[src/rtl/tick_timer_if.sv]
// Handshake bundle for tick_timer: run control and tick strobe in,
// run status and remaining count out.
interface tick_timer_if #(
    parameter int CNT_W = 16
);
    logic             tick_in;
    logic             start;
    logic             abort;
    logic [CNT_W-1:0] load_val;
    logic             busy;
    logic             done;
    logic [CNT_W-1:0] remaining;
    logic             tick_err;

    modport master (
        output tick_in, start, abort, load_val,
        input  busy, done, remaining, tick_err
    );

    modport slave (
        input  tick_in, start, abort, load_val,
        output busy, done, remaining, tick_err
    );
endinterface

[src/rtl/tick_timer.sv]
// Tick-driven countdown timer: loads a tick count, counts external ticks down
// to zero, pulses done, and flags a stalled tick source via a watchdog.
module tick_timer #(
    parameter int CNT_W    = 16,
    parameter int WDOG_CYC = 64
) (
    input  logic         clk_in,
    input  logic         rst,
    tick_timer_if.slave  bus
);
    localparam int WD_W = $clog2(WDOG_CYC + 1);

    typedef enum logic [1:0] {
        ST_IDLE = 2'd0,
        ST_RUN  = 2'd1,
        ST_DONE = 2'd2
    } state_t;

    state_t           state;
    logic             busy_q;
    logic             done_q;
    logic             err_q;
    logic [CNT_W-1:0] remaining_q;
    logic [WD_W-1:0]  wdog;

    assign bus.busy      = busy_q;
    assign bus.done      = done_q;
    assign bus.remaining = remaining_q;
    assign bus.tick_err  = err_q;

    // NOTE: all state is written with non-blocking assignments so every register
    // samples the pre-edge values, independent of statement order in this block.
    always_ff @(posedge clk_in or posedge rst) begin
        if (rst) begin
            state       <= ST_IDLE;
            busy_q      <= 1'b0;
            done_q      <= 1'b0;
            err_q       <= 1'b0;
            remaining_q <= '0;
            wdog        <= '0;
        end else begin
            case (state)
                ST_IDLE: begin
                    // abort outranks a coincident start
                    if (bus.start && !bus.abort) begin
                        remaining_q <= bus.load_val;
                        err_q       <= 1'b0;
                        wdog        <= '0;
                        if (bus.load_val == '0) begin
                            done_q <= 1'b1;
                            state  <= ST_DONE;
                        end else begin
                            busy_q <= 1'b1;
                            state  <= ST_RUN;
                        end
                    end
                end

                ST_RUN: begin
                    if (bus.abort) begin
                        remaining_q <= '0;
                        busy_q      <= 1'b0;
                        wdog        <= '0;
                        state       <= ST_IDLE;
                    end else if (bus.tick_in) begin
                        wdog <= '0;
                        // <= 1 rather than == 1 so the count can never wrap
                        if (remaining_q <= CNT_W'(1)) begin
                            remaining_q <= '0;
                            busy_q      <= 1'b0;
                            done_q      <= 1'b1;
                            state       <= ST_DONE;
                        end else begin
                            remaining_q <= remaining_q - CNT_W'(1);
                        end
                    end else if (wdog < WD_W'(WDOG_CYC)) begin
                        wdog <= wdog + WD_W'(1);
                        if (wdog == WD_W'(WDOG_CYC - 1))
                            err_q <= 1'b1;
                    end
                end

                ST_DONE: begin
                    done_q <= 1'b0;
                    wdog   <= '0;
                    state  <= ST_IDLE;
                end

                default: begin
                    busy_q <= 1'b0;
                    done_q <= 1'b0;
                    state  <= ST_IDLE;
                end
            endcase
        end
    end
endmodule

[src/flat_wrapper.sv]
// flat-port wrapper written by rule: the top's interface ports become plain ports
module tick_timer_flat 
#(
    parameter int CNT_W    = 16,
    parameter int WDOG_CYC = 64
)
  (clk_in, rst, bus_tick_in, bus_start, bus_abort, bus_load_val, bus_busy, bus_done, bus_remaining, bus_tick_err);
  tick_timer_if #(.CNT_W(CNT_W)) bus_i ();
  input  logic clk_in;
  input  logic rst;
  input wire logic [$bits(bus_i.tick_in)-1:0] bus_tick_in;
  input wire logic [$bits(bus_i.start)-1:0] bus_start;
  input wire logic [$bits(bus_i.abort)-1:0] bus_abort;
  input wire logic [$bits(bus_i.load_val)-1:0] bus_load_val;
  output wire logic [$bits(bus_i.busy)-1:0] bus_busy;
  output wire logic [$bits(bus_i.done)-1:0] bus_done;
  output wire logic [$bits(bus_i.remaining)-1:0] bus_remaining;
  output wire logic [$bits(bus_i.tick_err)-1:0] bus_tick_err;
  assign bus_i.tick_in = bus_tick_in;
  assign bus_i.start = bus_start;
  assign bus_i.abort = bus_abort;
  assign bus_i.load_val = bus_load_val;
  assign bus_busy = bus_i.busy;
  assign bus_done = bus_i.done;
  assign bus_remaining = bus_i.remaining;
  assign bus_tick_err = bus_i.tick_err;
  tick_timer #(.CNT_W(CNT_W), .WDOG_CYC(WDOG_CYC)) u_core (.clk_in(clk_in), .rst(rst), .bus(bus_i));
endmodule
[config.mk]
export PLATFORM = sky130hd
export DESIGN_NAME = tick_timer_flat
export DESIGN_NICKNAME = d
export VERILOG_FILES = /design/src/rtl/tick_timer_if.sv /design/src/rtl/tick_timer.sv /design/src/flat_wrapper.sv
export SDC_FILE = /design/constraint.sdc
export NUM_CORES = 1
export LEC_CHECK = 0
export ABC_AREA = 1
export CORE_UTILIZATION = 35
export CTS_BUF_LIST = sky130_fd_sc_hd__clkbuf_4
export DETAILED_ROUTE_END_ITERATION = 10
export PLACE_DENSITY = 0.56
export SLEW_MARGIN = 20
export SYNTH_ARGS = -nofsm -noshare
export SYNTH_HDL_FRONTEND = slang
export SYNTH_SLANG_ARGS = --single-unit
[constraint.sdc]
create_clock -name clk_in -period 1.65 [get_ports clk_in]
set_clock_uncertainty 0.15 [all_clocks]
set_input_delay 0.165 -clock clk_in [delete_from_list [all_inputs] [get_ports clk_in]]
set_output_delay 0.165 -clock clk_in [all_outputs]
set_load 0.1 [all_outputs]
; ---- Word-level counts from Yosys, hierarchy flattened
; Index checks and enable logic that the tools add are counted.
[totals]
regBits = 28
output_inout_bits = 19
wordCells = 72
[classes]
n_addsub = 2
magnitude_cmp = 2
n_eq_ne = 15
mux = 34
n_bitwise = 1
reduce_logical = 12
[op_table]
columns = cell, count
row1 = $mux W16, 4
row2 = $pmux W16 S2, 1
row3 = $mux W7, 4
row4 = $pmux W7 S3, 1
row5 = $le A16 B1 Y1 const B, 1
row6 = $logic_not A16 Y1, 1
row7 = $sub A16 B1 Y16 const B, 1
row8 = $mux W1, 15
row9 = $mux W2, 5
row10 = $ne A2 B1 Y1 const B, 5
row11 = $reduce_and A5 Y1, 2
row12 = $reduce_and A3 Y1, 3
row13 = $ne A2 B2 Y1 const B, 4
row14 = $add A7 B1 Y7 const B, 1
row15 = $eq A7 B6 Y1 const B, 1
row16 = $lt A7 B7 Y1 const B, 1
row17 = $reduce_and A6 Y1, 1
row18 = $ne A4 B3 Y1 const B, 1
row19 = $pmux W1 S2, 2
row20 = $pmux W2 S2, 1
row21 = $ne A3 B2 Y1 const B, 1
row22 = $ne A3 B3 Y1 const B, 1
row23 = $pmux W1 S3, 1
row24 = $reduce_bool A3 Y1, 1
row25 = 7 further kinds, 7

; ---- Logic depth before layout (Yosys ltp)
; Gate-level depths: netlist (run 1).
[logic_depth]
ltp_word = 6
ltp_mapped = 11

; ---- Worst setup path before layout (run 1)
; OpenSTA, ideal clock, no wires.
[synth_path]
kind = register to register
start = register u_core.remaining_q[0], in the netlist u_core.bus.remaining[0]
end = register u_core.remaining_q[10], in the netlist u_core.bus.remaining[10]
t_arrival_ns = 2.140
setup_slack_ns = -0.718
path_stages_with_launch = 11
path_buffers = 1
period_less_slack_ns = 2.368
cell_sequence = dfrtp_1 -> inv_1 -> ha_1 -> inv_1 -> nand2_1 -> nand2_1 -> nor2_1 -> a21oi_4 -> buf_6 -> nand3_1 -> a21oi_1
[synth_between]
elab_chain_cells = 5
elab_cells_between_ends = 6
cone_classes = 1 x add/sub / 1 x order compare / 4 x mux
[synth_lines]
columns = item, line
row1 = from (decl), tick_timer.sv:23  ; logic [CNT_W-1:0] remaining_q;
row2 = from (signal assigned), tick_timer.sv:46  ; remaining_q <= bus.load_val;
row3 = from (signal assigned), tick_timer.sv:74  ; remaining_q <= remaining_q - CNT_W'(1);
row4 = $sub A16 B1 Y16 / $le A16 B1 Y1 (equally long branches), "tick_timer.sv:74, tick_timer.sv:68"
row5 = $mux W16 *, tick_timer.sv:68  ; if (remaining_q <= CNT_W'(1)) begin
row6 = $mux W16 *, tick_timer.sv:65  ; end else if (bus.tick_in) begin
row7 = $mux W16 *, tick_timer.sv:60  ; if (bus.abort) begin
row8 = $pmux W16 S2 *, tick_timer.sv:42  ; case (state)
; Mark *: on every way between the ends. The rest lies on a longest branch, timed or not. The select of a mux whose other input is x is not followed.
; A chain may end at the register's enable or synchronous reset.

; ---- Worst setup path after layout (run 1)
[layout_path]
start = register u_core.remaining_q[0], in the netlist u_core.bus.remaining[0]
end = register u_core.remaining_q[9], in the netlist u_core.bus.remaining[9]
; Same word-level chain as after synthesis.

==> impl_metrics.py, run 1 <==
metrics = {
    "detailed_routing": {
        "drc_errors": 0,
        "drt_pass1_iterations": 4,
        "drt_wl_total_mm": 5.646,
        "antenna_left": 0,
        "drt_iter0_markers": 112,
        "viasPerCell": 4.780,
        "vias": 2060,
        "routedWlPerCell_um": 13.10,
    },
    "timing": {
        "hold_viol": 0,
        "setup_violations": 20,
        "whs_ps": 15.59,
        "max-slew-margin-rel_pct": 75.28,
        "rsz0062_at_grt": "yes",
        "max_slew.worst_pin.slew_ps": 370.8,
        "finalMaxSlewViolations": 0,
        "period_share_pct": 108.4,
        "max_freq_mhz": 558.9,
        "min_period_ps": 1789,
        "setup_ws_ps": -139.4,
    },
    "floorplanning": {
        "rows": 26,
        "pin_count": 40,
        "die_x_um": 76.13,
        "die_area_mm2": 0.005795,
        "start_util_pct": 36.95,
        "die_y_um": 76.13,
        "fp.coreArea_mm2": 0.005205,
    },
    "cts": {
        "clkTransAtPathRegs_ps": 160,
        "cts_inserted_buffers": 3,
        "cts_sinks": 28,
        "cts_root_buffer": "clkbuf_4",
        "cts_tree": "built",
        "cts_max_level": 1,
        "clock_latency_ps": 340,
        "cts_max_path_buffers": 2,
        "cts_hold_buffers": 0,
    },
    "cells_and_area": {
        "nNetsFinal": 386,
        "multiInputGateArea_mm2": 0.001320,
        "drive_above_1_share_pct": 42.38,
        "num-fill-cells": 471,
        "syn2layout_area_growth_pct": 69.68,
        "antennaDiodeCount": 0,
        "regArea_um2": 726.9,
        "fin_area_mm2": 0.003263,
    },
    "place": {
        "place_ws_ps": -215.7,
        "gp_congestion": 0.8005,
        "io_buffer_count": 39,
        "place_area_mm2": 0.002943,
        "place_hpwl_mm": 4.014,
    },
    "global_routing": {
        "gr-total-overflow": 0,
        "grt_pass1_vias": 2023,
        "grtUsageTotal_pct": 20.01,
        "grt_antenna_before_repair": 0,
        "grt_max_degree": 29,
        "grt_pass1_wl_mm": 9.370,
    },
    "synth": {
        "ys_ff_latch": 28,
        "ys.flop_type": "dfrtp_1",
        "synthArstFlopShare_pct": 100.0,
        "synth_cell_types": 29,
        "synth_common_cells": "nand2_1 (61), nor2_1 (55), a21oi_1 (33)",
        "yosysSeqAreaShare_pct": 36.43,
        "avgSynthCellArea_um2": 6.993,
        "synth_nets": 299,
        "synth_warnings": 0,
        "syn-cell-area_mm2": 0.001923,
        "synth.most_common_cell": "nand2_1",
        "synth_area_leaders": "dfrtp_1 (36%), nand2_1 (12%), nor2_1 (11%)",
        "synthCells": 275,
        "yosysTopAreaCellShare_pct": 36.43,
        "yosys.area.top_type": "dfrtp_1",
        "synth_enable_flop_cells": 0,
    },
    "setup_path": {
        "cp_slowest_cell": "dfrtp_4",
        "cp.required_ps": 1780,
        "crit_path_max_fanout": 8,
        "crit_buf_inv": 2,
        "cp-start-kind": "flop",
        "worstPathArrival_ps": 1920,
        "crit_type": "reg2reg",
        "critical_path.endpoint_type": "flop",
        "cp_slowest_stage_delay_ps": 540,
        "crit_family": "flip-flops",
        "crit_chain": "ha_4 -> inv_2 -> nand2_2 -> nand2_4 -> nor2_4 -> a21oi_4 -> clkbuf_16 -> nand3_2 -> a21oi_2",
    },
    "flow_run": {
        "max-cap-violations": 0,
    },
    "min_path": {
        "min_path_type": "in2async",
    },
    "status": {
        "violations": "negative setup slack",
        "status": "finished, violations left",
    },
}
[sequential cells by signal, summed over array words and instances (netlist names)]
| name | flops |
|---|---|
| u_core.bus.busy | 1 |
| u_core.state | 2 |
| u_core.bus.remaining | 16 |
| u_core.bus.tick_err | 1 |
| u_core.bus.done | 1 |
| u_core.wdog | 7 |
[per-stage QoR]
step | std cells | TNS, ps | utilization, %
6_report | 431 | -1787 | 62.69
2_1_floorplan | 275 | -2584 | -
5_1_grt | 431 | -3083 | 62.69
4_1_cts | 430 | -1531 | 60.53
3_3_place_gp | 424 | -2586 | 56.54
3_5_place_dp | 424 | -3262 | 56.54
[tightest hold or removal path, stage by stage]
cell	delay (ps)
clkdlybuf4s50_1	390
inv_1	50
buf_4	330
[cell families (layout without fill, tap and decap cells)]
kind of cell | after synthesis | in the layout | synth area share, %
buf+inv | 36 | 122 | 8.913
flops | 28 | 28 | 36.43
compound gates | 46 | 46 | 13.53
mux | 1 | 1 | 0.5205
xor+xnor | 9 | 9 | 4.099
simple gates | 152 | 152 | 34.55
fa+ha+maj | 3 | 3 | 1.952
[per-layer routing]
metal	vias up	global-route usage, %	part of all wire, %
li1	1054	-	-
met1	965	25.04	44
met2	35	36.36	52
met3	6	2.156	2.9
met4	0	5.385	1.0
met5	-	0	0
[worst paths after layout]
kind,from,endpoint,slack (ps),cells after the start
setup / recovery,u_core.bus.remaining[0],u_core.bus.remaining[9],-140,9
hold / removal,rst,u_core.wdog[3],20,3
setup reg to reg,u_core.bus.remaining[0],u_core.bus.remaining[9],-140,9
hold reg to reg,u_core.wdog[0],u_core.wdog[0],390,1
max in group asynchronous,rst,u_core.bus.remaining[0],1030,3
min in group clk_in,bus_load_val[0],u_core.bus.remaining[0],350,3
[timing repair]
| action | in CTS | in global routing |
|---|---|---|
| gates cloned | 1 | 0 |
| buffers inserted | 1 | 1 |
| gates resized for setup | 37 | 28 |
| setup endpoints to repair | 25 | 27 |
| pin swaps | 20 | 16 |
[cells in the final DEF (no fill, tap or decap), types with 3 or more instances in the layout]
cell             instances
a21oi_1                 19
a21oi_2                 15
buf_12                  20
buf_4                   46
clkbuf_4                 3
clkdlybuf4s50_1         20
dfrtp_1                 11
dfrtp_2                 15
inv_1                   24
inv_2                    3
inv_4                    3
nand2_1                 47
nand2_2                  8
nand2_4                  9
nand3_1                 14
nand3_2                  4
nand3_4                  3
nor2_1                  48
nor2_2                   7
nor2_4                   3
nor3_1                   4
o21ai_0                  5
xor2_1                   5
[cell type report]
| class | instances | area share [%] |
|---|---|---|
| multi-input combinational | 211 | 40.45 |
| clock inverter | 1 | 0.1150 |
| sequential | 28 | 22.28 |
| timing repair buffer | 88 | 30.10 |
| tap | 70 | 2.684 |
| clock buffer | 3 | 0.6902 |
| inverter | 30 | 3.681 |
Power of run 1 is left out: the tool's default activity adds up to more than one toggle a clock period on the data nets, which glitch-free logic cannot reach.
==> run 2, diff against run 1 <==
--- a/config.mk
+++ b/config.mk
@@ -6,9 +6,12 @@
 export NUM_CORES = 1
 export LEC_CHECK = 0
 export ABC_AREA = 1
+export CAP_MARGIN = 20
+export CORE_MARGIN = 8
 export CORE_UTILIZATION = 35
 export CTS_BUF_LIST = sky130_fd_sc_hd__clkbuf_4
 export DETAILED_ROUTE_END_ITERATION = 10
+export MAX_ROUTING_LAYER = met4
 export PLACE_DENSITY = 0.56
 export SLEW_MARGIN = 20
 export SYNTH_ARGS = -nofsm -noshare
==> impl_metrics.py, run 2 (synthesized netlist as in run 1, its figures left out) <==
metrics = {
    "cts": {
        "cts_max_level": 1,
        "cts_root_buffer": "clkbuf_4",
        "clock_latency_ps": 350,
        "cts_inserted_buffers": 3,
        "cts_hold_buffers": 0,
        "clkTransAtPathRegs_ps": 180,
        "cts_sinks": 28,
        "cts_max_path_buffers": 2,
        "cts_tree": "built",
    },
    "place": {
        "placed_cells": 424,
        "gp_congestion": 0.8496,
        "place_hpwl_mm": 4.369,
        "io_buffer_count": 39,
    },
    "setup_path": {
        "worstPathArrival_ps": 1860,
        "cp_slowest_stage_delay_ps": 550,
        "crit_type": "reg2reg",
        "crit_top_cell": "nand2_2",
        "critical_path.endpoint_type": "flop",
        "cp-start-kind": "flop",
        "crit_chain": "ha_4 -> inv_2 -> nand2_2 -> nand2_2 -> nor2_4 -> a21oi_4 -> buf_6 -> nand3_1 -> a21oi_1",
        "cp_slowest_cell": "dfrtp_4",
        "cp.required_ps": 1770,
        "r2r.worst_path.cells": 9,
        "r2r_start": "u_core.bus.remaining[0]",
        "reg2reg_to": "u_core.bus.remaining[10]",
        "crit_path_max_fanout": 8,
        "r2r_setup_slack_ps": -90,
    },
    "timing": {
        "rsz0062_at_grt": "yes",
        "min_period_ps": 1742,
        "hold_viol": 0,
        "setup_ws_ps": -92.04,
        "setup_violations": 21,
        "max-slew-margin-rel_pct": 73.79,
        "period_share_pct": 105.6,
        "finalMaxSlewViolations": 0,
        "max_slew.worst_pin.slew_ps": 393.1,
        "max_freq_mhz": 574.0,
    },
    "flow_run": {
        "max-cap-violations": 0,
    },
    "floorplanning": {
        "rows": 27,
        "start_util_pct": 35.58,
        "die_area_mm2": 0.008123,
        "die_x_um": 90.13,
        "pin_count": 40,
        "fp.coreArea_mm2": 0.005405,
        "die_y_um": 90.13,
    },
    "detailed_routing": {
        "antenna_left": 0,
        "drt_wl_total_mm": 5.859,
        "drt_pass1_iterations": 4,
        "vias": 2039,
        "drc_errors": 0,
        "viasPerCell": 4.731,
        "routedWlPerCell_um": 13.59,
        "drt_iter0_markers": 117,
    },
    "cells_and_area": {
        "final_common_cell": "nand2_1",
        "largest_register_ffs": 16,
        "num-fill-cells": 488,
        "layout_common_cells": "nand2_1 (52), nor2_1 (50), buf_4 (44)",
        "syn2layout_area_growth_pct": 63.89,
        "antennaDiodeCount": 0,
        "finalNonFillerCells": 431,
        "nNetsFinal": 384,
        "drive_above_1_share_pct": 39.55,
    },
    "status": {
        "violations": "negative setup slack",
        "status": "finished, violations left",
    },
    "global_routing": {
        "grt_max_degree": 29,
        "grt_antenna_before_repair": 0,
        "grtUsageTotal_pct": 14.96,
        "grt_pass1_vias": 2039,
        "gr-total-overflow": 0,
        "grt_pass1_wl_mm": 9.894,
    },
    "min_path": {
        "min_path_type": "in2async",
    },
}
## run 2: repair_timing
| action | 4_1_cts | 5_1_grt |
|---|---|---|
| endpoints found under the setup margin | 22 | 26 |
| gates resized for setup | 31 | 16 |
| gates cloned | 1 | 0 |
| buffers inserted | 4 | 0 |
| pin swaps | 17 | 12 |
## run 2: worst max-delay path: cells and delay by family (launching register included)
family	cells	cell delay [ps]
compound gates	2	310
fa+ha+maj	1	180
buf+inv	2	220
flops	1	550
simple gates	4	240
## run 2: cell type report
type | count | area (um2) | area share [%]
flip-flops and latches | 28 | 725.7 | 23.03
well taps | 72 | 90.09 | 2.858
clock buffers | 3 | 22.52 | 0.7146
repair buffers | 86 | 953.4 | 30.25
clock inverters | 1 | 3.754 | 0.1191
multi-input cells | 211 | 1236 | 39.22
inverters | 30 | 120.1 | 3.811
## run 2: through the flow
stage                     util [%]  instance area [um2]  hold slack [ps]  worst slack (ps)  setup TNS [ps]
after floorplan                  -                 1973            79.48            -180.3           -2584
after global placement       54.44                 2943            345.4            -123.5           -2170
after detailed placement     54.44                 2943            352.6            -178.8           -2730
after CTS                    58.01                 3136            29.51            -99.25           -1540
after global routing         58.31                 3152            50.81            -170.8           -3276
final                        58.31                 3152            22.02            -92.04           -1139
## run 2: worst max path at each step
stage | start | endpoint | slack (ps)
after floorplan | u_core.bus.remaining[0] | u_core.bus.done | -180
after global placement | bus_abort | u_core.bus.remaining[1] | -120
after detailed placement | bus_abort | u_core.wdog[4] | -180
after CTS | u_core.bus.remaining[0] | u_core.bus.remaining[12] | -100
after global routing | u_core.bus.remaining[8] | u_core.bus.remaining[13] | -170
final | u_core.bus.remaining[0] | u_core.bus.remaining[10] | -90
## run 2: metal layers
layer	track usage [%]	up-vias	wire length [um]
met5	-	-	0
met4	3.467	0	42
met3	1.579	4	166
met2	26.69	50	3012
met1	17.59	939	2638
li1	-	1046	-
Power of run 2 is left out for the same reason.
==> run 3, diff against run 2 <==
--- a/config.mk
+++ b/config.mk
@@ -6,6 +6,7 @@
 export NUM_CORES = 1
 export LEC_CHECK = 0
 export ABC_AREA = 1
+export ABC_CLOCK_PERIOD_IN_PS = 1650
 export CAP_MARGIN = 20
 export CORE_MARGIN = 8
 export CORE_UTILIZATION = 35
@@ -13,7 +14,6 @@
 export DETAILED_ROUTE_END_ITERATION = 10
 export MAX_ROUTING_LAYER = met4
 export PLACE_DENSITY = 0.56
-export SLEW_MARGIN = 20
 export SYNTH_ARGS = -nofsm -noshare
 export SYNTH_HDL_FRONTEND = slang
 export SYNTH_SLANG_ARGS = --single-unit
==> results of run 3 <==
No change in the layout: final DEF, timing and power equal those of run 2.
Power of run 3 is left out for the same reason.
